### src/rtl/muldiv_unit.sv
// Iterative integer multiply/divide unit (RV32M-style op set), one operation in flight.
// Multiply completes in 2 cycles; divide restores one quotient bit per cycle.
module muldiv_unit #(
  parameter int XLEN  = 32,
  parameter int TAG_W = 5
) (
  input  logic             ACLK,
  input  logic             RESET,
  input  logic             in_valid,
  output logic             in_ready,
  input  logic [2:0]       in_op,
  input  logic [XLEN-1:0]  in_a,
  input  logic [XLEN-1:0]  in_b,
  input  logic [TAG_W-1:0] in_tag,
  input  logic             flush,
  output logic             out_valid,
  input  logic             out_ready,
  output logic [XLEN-1:0]  out_result,
  output logic [TAG_W-1:0] out_tag,
  output logic             busy,
  output logic [1:0]       dbg_state
);

  // Handshake: a transfer happens on a rising edge where valid & ready are both high;
  // valid never waits on ready, and out_* stay stable while out_valid is high.

  typedef enum logic [1:0] {S_IDLE = 2'd0, S_MUL = 2'd1, S_DIV = 2'd2, S_DONE = 2'd3} state_t;

  localparam int CW = $clog2(XLEN + 2);
  localparam logic [XLEN-1:0] MINV = {1'b1, {(XLEN-1){1'b0}}};

  state_t r_state, w_next;

  logic [2:0]       r_op;
  logic [XLEN-1:0]  r_a, r_b;
  logic [TAG_W-1:0] r_tag;
  logic [CW-1:0]    r_cnt;
  logic             r_fast, r_qneg, r_rneg;
  logic [2*XLEN-1:0] r_prod;
  logic [XLEN-1:0]  r_rem, r_quo, r_dvsr, r_res, r_out;

  logic w_accept, w_last;
  logic w_sdiv, w_a_neg, w_b_neg, w_b_zero, w_ovf;
  logic [XLEN-1:0] w_a_mag, w_b_mag, w_fast_res;
  logic w_sa, w_sb;
  logic [2*XLEN-1:0] w_a_ext, w_b_ext, w_prod;
  logic [XLEN-1:0] w_mul_sel;
  logic [XLEN:0]   w_rem_sh, w_diff;
  logic            w_ge;
  logic [XLEN-1:0] w_q_fin, w_r_fin;

  assign in_ready   = (r_state == S_IDLE) && !flush;
  assign w_accept   = in_valid && in_ready;
  assign out_valid  = (r_state == S_DONE);
  assign busy       = (r_state != S_IDLE);
  assign out_result = r_out;
  assign out_tag    = r_tag;
  assign dbg_state  = r_state;

  // Divide setup works on magnitudes; signed ops are DIV (4) and REM (6).
  assign w_sdiv     = in_op[2] && !in_op[0];
  assign w_a_neg    = w_sdiv && in_a[XLEN-1];
  assign w_b_neg    = w_sdiv && in_b[XLEN-1];
  assign w_a_mag    = w_a_neg ? -in_a : in_a;
  assign w_b_mag    = w_b_neg ? -in_b : in_b;
  assign w_b_zero   = (in_b == '0);
  assign w_ovf      = w_sdiv && (in_a == MINV) && (in_b == '1);
  assign w_fast_res = w_b_zero ? (in_op[1] ? in_a : '1) : (in_op[1] ? '0 : in_a);

  assign w_sa      = (r_op == 3'd1) || (r_op == 3'd2);
  assign w_sb      = (r_op == 3'd1);
  assign w_a_ext   = {{XLEN{w_sa && r_a[XLEN-1]}}, r_a};
  assign w_b_ext   = {{XLEN{w_sb && r_b[XLEN-1]}}, r_b};
  assign w_prod    = w_a_ext * w_b_ext;
  assign w_mul_sel = (r_op == 3'd0) ? r_prod[XLEN-1:0] : r_prod[2*XLEN-1:XLEN];

  assign w_rem_sh = {r_rem, r_quo[XLEN-1]};
  assign w_diff   = w_rem_sh - {1'b0, r_dvsr};
  assign w_ge     = !w_diff[XLEN];
  assign w_q_fin  = r_qneg ? -r_quo : r_quo;
  assign w_r_fin  = r_rneg ? -r_rem : r_rem;

  always_comb begin
    w_last = 1'b0;
    if (r_state == S_MUL)      w_last = (r_cnt == CW'(1));
    else if (r_state == S_DIV) w_last = r_fast ? (r_cnt == CW'(1)) : (r_cnt == CW'(XLEN + 1));
  end

  always_comb begin
    w_next = r_state;
    case (r_state)
      S_IDLE: if (w_accept) w_next = in_op[2] ? S_DIV : S_MUL;
      S_MUL, S_DIV: begin
        if (flush)       w_next = S_IDLE;
        else if (w_last) w_next = S_DONE;
      end
      S_DONE: if (flush || out_ready) w_next = S_IDLE;
      default: w_next = S_IDLE;
    endcase
  end

  always_ff @(posedge ACLK) begin
    if (RESET) r_state <= S_IDLE;
    else       r_state <= w_next;
  end

  always_ff @(posedge ACLK) begin
    if (RESET) begin
      r_op <= '0; r_a <= '0; r_b <= '0; r_tag <= '0; r_cnt <= '0;
      r_fast <= 1'b0; r_qneg <= 1'b0; r_rneg <= 1'b0; r_prod <= '0;
      r_rem <= '0; r_quo <= '0; r_dvsr <= '0; r_res <= '0; r_out <= '0;
    end else begin
      if (w_accept) begin
        r_op   <= in_op;
        r_a    <= in_a;
        r_b    <= in_b;
        r_tag  <= in_tag;
        r_cnt  <= '0;
        r_quo  <= w_a_mag;
        r_dvsr <= w_b_mag;
        r_rem  <= '0;
        r_qneg <= !in_op[1] && (w_a_neg ^ w_b_neg);
        r_rneg <= in_op[1] && w_a_neg;
        r_fast <= w_b_zero || w_ovf;
        r_res  <= w_fast_res;
      end
      if (r_state == S_MUL || r_state == S_DIV) r_cnt <= r_cnt + CW'(1);
      if (r_state == S_MUL && r_cnt == '0) r_prod <= w_prod;
      if (r_state == S_DIV && !r_fast) begin
        if (r_cnt < CW'(XLEN)) begin
          r_rem <= w_ge ? w_diff[XLEN-1:0] : w_rem_sh[XLEN-1:0];
          r_quo <= {r_quo[XLEN-2:0], w_ge};
        end else if (r_cnt == CW'(XLEN)) begin
          r_res <= r_op[1] ? w_r_fin : w_q_fin;
        end
      end
      // Result register only loads on entry to DONE, so it holds through the handshake.
      if (r_state != S_DONE && w_next == S_DONE)
        r_out <= (r_state == S_MUL) ? w_mul_sel : r_res;
    end
  end

endmodule

### config.mk
export PLATFORM = sky130hd
export DESIGN_NAME = muldiv_unit
export DESIGN_NICKNAME = d
export VERILOG_FILES = /design/src/rtl/muldiv_unit.sv
export SDC_FILE = /design/constraint.sdc
export NUM_CORES = 2
export LEC_CHECK = 0
export ABC_CLOCK_PERIOD_IN_PS = 12360
export CORE_UTILIZATION = 66
export CTS_BUF_LIST = sky130_fd_sc_hd__clkbuf_4 sky130_fd_sc_hd__clkbuf_8
export DETAILED_ROUTE_END_ITERATION = 10
export HOLD_SLACK_MARGIN = 0.02
export PLACE_DENSITY = 0.84
export SLEW_MARGIN = 5
export SYNTH_ARGS = -nofsm -noshare
export SYNTH_HDL_FRONTEND = slang
export SYNTH_SLANG_ARGS = --single-unit
### constraint.sdc
create_clock -name ACLK -period 12.36 [get_ports ACLK]
set_clock_uncertainty 0.2 [all_clocks]
set_input_delay 1.236 -clock ACLK [delete_from_list [all_inputs] [get_ports ACLK]]
set_output_delay 1.236 -clock ACLK [all_outputs]
set_load 0.005 [all_outputs]
; Word level (Yosys, flattened, before mapping)
; Cells that the tools add are included.
[word_totals]
ff_bits = 307
inputBits = 77
output_inout_bits = 42
wordCells = 98
[op_classes]
add_sub_neg = 6
mul = 1
magnitude_cmp = 1
n_eq_ne = 12
mux = 32
n_bitwise = 1
reduce_logical = 30
[op_table]
columns = operator, count
row1 = 2-to-1 mux 32 bit, 21
row2 = negation 32 bit, 4
row3 = equality test 32 bit (second input constant), 2
row4 = multiplier 33 x 33 -> 64 bit, 1
row5 = subtractor 33 x 32 -> 33 bit, 1
row6 = logical NOT 32 bit, 1
row7 = logical AND 1 bit, 14
row8 = equality test 6 bit (second input constant), 2
row9 = 2-to-1 mux 6 bit, 2
row10 = 2-to-1 mux 2 bit, 5
row11 = adder 6 x 1 -> 6 bit (second input constant), 1
row12 = equality test 2 bit (second input constant), 3
row13 = equality test 6 x 1 -> 1 bit (second input constant), 1
row14 = logical NOT 6 bit, 1
row15 = less-than comparator 6 bit (second input constant), 1
row16 = case mux 2 bit (3 select lines), 1
row17 = logical NOT 1 bit, 5
row18 = logical OR 1 bit, 4
row19 = nonzero test 2 bit, 2
row20 = equality test 3 x 1 -> 1 bit (second input constant), 1
row21 = equality test 3 x 2 -> 1 bit (second input constant), 1
row22 = logical NOT 3 bit, 1
row23 = 2-to-1 mux 1 bit, 3
row24 = equality test 2 x 1 -> 1 bit (second input constant), 1
row25 = other kinds (4), 4

; Logic depth before layout (Yosys ltp)
[logic_depth]
word_depth = 9
ltp_mapped = 32
depth_no_buf = 30

; Worst setup path before layout
; No wires, ideal clock.
[synth_path]
kind = reg2reg
from = register r_a[31]
to = register r_prod[58]
setup_ps = 117
t_arrival_ps = 8425
required_time_ps = 12043
slack_ps = 3619
path_stages_with_launch = 30
period_less_slack_ps = 8741
cell_sequence = dfxtp_1 -> clkbuf_1 -> nor3b_1 -> clkbuf_1 -> nand2_1 -> fa_1 -> fa_1 -> inv_1 -> fa_1 -> inv_1 -> fa_1 -> inv_1 -> fa_1 -> fa_1 -> fa_1 -> inv_1 -> fa_1 -> inv_1 -> ha_1 -> clkbuf_1 -> a21o_1 -> a21o_1 -> a21oi_1 -> nor2_1 -> or4_1 -> o22a_1 -> a21o_1 -> a21oi_1 -> xnor2_1 -> a22o_1
[synth_between]
elab_chain_len = 2
[synth_lines]
columns = element, line
row1 = "start, declared", 35  ; logic [XLEN-1:0] r_a, r_b;
row2 = "start signal, assigned", 115  ; r_a <= in_a;
row3 = logical AND 1 bit, 72  ; assign w_a_ext = {{XLEN{w_sa && r_a[XLEN-1]}}, r_a};
row4 = multiplier 33 x 33 -> 64 bit (*), 74  ; assign w_prod = w_a_ext * w_b_ext;
row5 = "end signal, assigned", 128  ; if (r_state == S_MUL && r_cnt == '0) r_prod <= w_prod;
row6 = "end, declared", 39  ; logic [2*XLEN-1:0] r_prod;
; Mark *: on every way between the ends. The rest lies on a longest branch, timed or not.
; A chain may end at the register's enable or synchronous reset.

; Final worst setup path
; Ends and elaborated chain as after synthesis.

==> flow_metrics.env <==
export IMPL_timing_final_crit_period_ps=9605
export IMPL_ir_drop_v=0.00008731
export IMPL_cp_required_ps=12730
export IMPL_reg2reg_depth=28
export IMPL_grt_max_degree=122
export IMPL_drv_cap=0
export IMPL_worstReg2RegStart="r_a[31]$_SDFFE_PP0P_"
export IMPL_crit_arrival_ps=9980
export IMPL_synth_fp_nets=7903
export IMPL_cts_resized=0
export IMPL_setup_worst_path_start_class="flop"
export IMPL_crit_top_cell="fa_1"
export IMPL_rows=105
export IMPL_cts_hold_buf=0
export IMPL_wl_per_cell_um=20.98
export IMPL_regToRegSetupSlack_ps=2750
export IMPL_dp_hpwl_um=119000
export IMPL_mostFrequentLayoutCells="1232 x inv_1, 1126 x fa_1, 1123 x nand2_1"
export IMPL_cpMaxStageDelayCell="fa_1"
export IMPL_fillers=6293
export IMPL_gp_congestion=1.006
export IMPL_ys_flop_type="dfxtp_1"
export IMPL_firstDrtPassIters=6
export IMPL_ys_types=70
export IMPL_wl_met1_um=58500
export IMPL_dr_wl_met2_um=72310
export IMPL_initial_core_util=0.6675
export IMPL_grt_usage=0.3781
export IMPL_cts_made_buffers=51
export IMPL_clk_pin_slew_worst_paths_ps=60
export IMPL_insertion_delay_ps=690
export IMPL_num_vias=44240
export IMPL_grt_setup_unrepaired="no"
export IMPL_ys_seq_area_frac=0.1118
export IMPL_cts_setup_buffers=0
export IMPL_syn_to_final_growth_pct=5.166
export IMPL_worstSetupPathType="flop to flop"
export IMPL_io_pins=119
export IMPL_antenna_left=0
export IMPL_clock_sinks=306
export IMPL_fmax_mhz=104.1
export IMPL_routed_top_layer="met5"
export IMPL_synthCells=6443
export IMPL_drc=0
export IMPL_cts_root_buf="clkbuf_8"
export IMPL_viasPerCell=5.965
export IMPL_core_um2=82110
export IMPL_cts_max_path_buffers=3
export IMPL_setup_tns_final_ps=0
export IMPL_grt_overflow=0
export IMPL_synth_warnings=0
export IMPL_syn_cell_area_um2=54810
export IMPL_cp_startpoint="r_a[31]$_SDFFE_PP0P_"
export IMPL_final_common_cell="inv_1"
export IMPL_syn_area_per_cell_um2=8.506
export IMPL_drive_gt1_frac=0.03738
export IMPL_p_per_area_nw_per_um2=57.40
export IMPL_dieHeight_um=290.2
export IMPL_die_area_um2=84200
export IMPL_worstHoldStart="r_prod[54]$_SDFFE_PP0P_"
export IMPL_fin_nets=7762
export IMPL_final_period_utilization=0.7771
export IMPL_cts_tree="done"
export IMPL_status="finished clean"
export IMPL_grt_pass1_vias=46240
export IMPL_h_tree_depth=2
export IMPL_cp_slowest_stage_delay_ps=900
export IMPL_finalWirelength_um=155600
export IMPL_hold_viol=0
export IMPL_setup_viol=0
export IMPL_p_leak_nw=25.97
export IMPL_slew_headroom=0.1906
export IMPL_async_flop_share=0
export IMPL_synth_edf_count=0
export IMPL_antenna_found_initial=8
export IMPL_report_final_slew_viol_count=0
export IMPL_reg2reg_to="r_prod[58]$_SDFFE_PP0P_"
export IMPL_wl_met3_um=16610
export IMPL_worst_slew_pin_slew_ps=1214
export IMPL_drt_iter0_drc=3973
export IMPL_synth_seq_cells=306
export IMPL_final_util=0.7020
export IMPL_port_buffer_count=118
export IMPL_fp_dieW_um=290.2
export IMPL_cp_max_fo=35
export IMPL_end_kind="flop"
export IMPL_crit_end="r_prod[58]$_SDFFE_PP0P_"
export IMPL_grt_pass1_wl_um=249400
export IMPL_hold_class="flop to flop"
worst min-delay path by stage:
stage,depth (start not counted),slack [ps],end
6_report,2,250,r_prod[54]$_SDFFE_PP0P_
5_1_grt,2,270,r_prod[54]$_SDFFE_PP0P_
4_1_cts,2,250,r_prod[32]$_SDFFE_PP0P_
3_5_place_dp,2,250,r_prod[32]$_SDFFE_PP0P_
3_3_place_gp,2,240,r_prod[53]$_SDFFE_PP0P_
2_1_floorplan,2,230,r_prod[33]$_SDFFE_PP0P_
power by group:
group	internal (W)	total, W	leakage (nW)	switching [W]
logic	0.000427	0.00122	22.9	0.000791
registers	0.00103	0.00110	2.49	0.0000632
clock network	0.000530	0.000993	0.585	0.000463
Yosys cell counts (28+ instances only):
| cell | number | share of area |
|---|---|---|
| nor2_1 | 328 | 0.022 |
| xnor2_1 | 130 | 0.021 |
| o31ai_1 | 33 | 0.0045 |
| nand3_1 | 28 | 0.0026 |
| a21oi_1 | 307 | 0.028 |
| mux2i_1 | 66 | 0.012 |
| a211oi_1 | 157 | 0.022 |
| clkbuf_1 | 377 | 0.026 |
| nor3_1 | 66 | 0.0060 |
| a21o_1 | 55 | 0.0075 |
| or3_1 | 28 | 0.0032 |
| nand2_1 | 1124 | 0.077 |
| o21ai_0 | 130 | 0.012 |
| dfxtp_1 | 306 | 0.11 |
| inv_1 | 1232 | 0.084 |
| and2_1 | 305 | 0.035 |
| fa_1 | 1126 | 0.41 |
| xor2_1 | 82 | 0.013 |
| ha_1 | 257 | 0.059 |
kinds of logic after synthesis:
| logic type | Yosys count | synth area share |
|---|---|---|
| simple gates | 2027 | 0.1653 |
| buf+inv | 1627 | 0.1120 |
| fa+ha+maj | 1383 | 0.4700 |
| compound gates | 819 | 0.09440 |
| flops | 306 | 0.1118 |
| xor+xnor | 212 | 0.03388 |
| mux | 69 | 0.01267 |
routing by layer:
layer | track usage | vias up
met4 | 0.1722 | 10
met2 | 0.6096 | 2367
met1 | 0.4968 | 21980
li1 | - | 19380
met5 | 0 | -
met3 | 0.07384 | 503
worst max-delay path, delay by kind of cell, from the launching register on:
family                   cells  cell delay [ps]
adder cells (fa/ha/maj)      9             5130
buffers and inverters        7             1480
AO/OA/AOI/OAI                7             1330
AND/OR/NAND/NOR              4              900
flip-flops                   1              310
XOR/XNOR                     1               90
state kept, by name (all words and copies together) (netlist names), 31 cells and up:
name / count
r_quo: 32
out_result: 32
r_rem: 32
r_b: 32
r_prod: 64
r_dvsr: 31
r_a: 32
r_res: 32
through the flow:
stage	setup slack [ps]	hold slack, ps	power (W)	std cells	area [um2]
CTS	2783	252.5	0.003287	7411	57620
finish	2755	251.8	0.003308	7417	57640
global route	2359	272.3	0.003479	7412	57630
floorplan	3619	231.2	0.001923	6443	54810
detailed placement	2807	246.0	0.002303	7319	56510
global placement	2938	238.0	0.002273	7319	56510
area by class of cell:
type | instances | area [um2] | area share
diodes | 6 | 15.01 | 0.0002605
clock inverters | 14 | 140.1 | 0.002431
flip-flops and latches | 306 | 6137 | 0.1065
multi-input cells | 4510 | 42600 | 0.7391
well taps | 1070 | 1339 | 0.02323
inverters | 1232 | 4624 | 0.08023
repair buffers | 201 | 1808 | 0.03137
clock buffers | 78 | 973.4 | 0.01689
No activity file was read; power rests on OpenSTA's default activity.
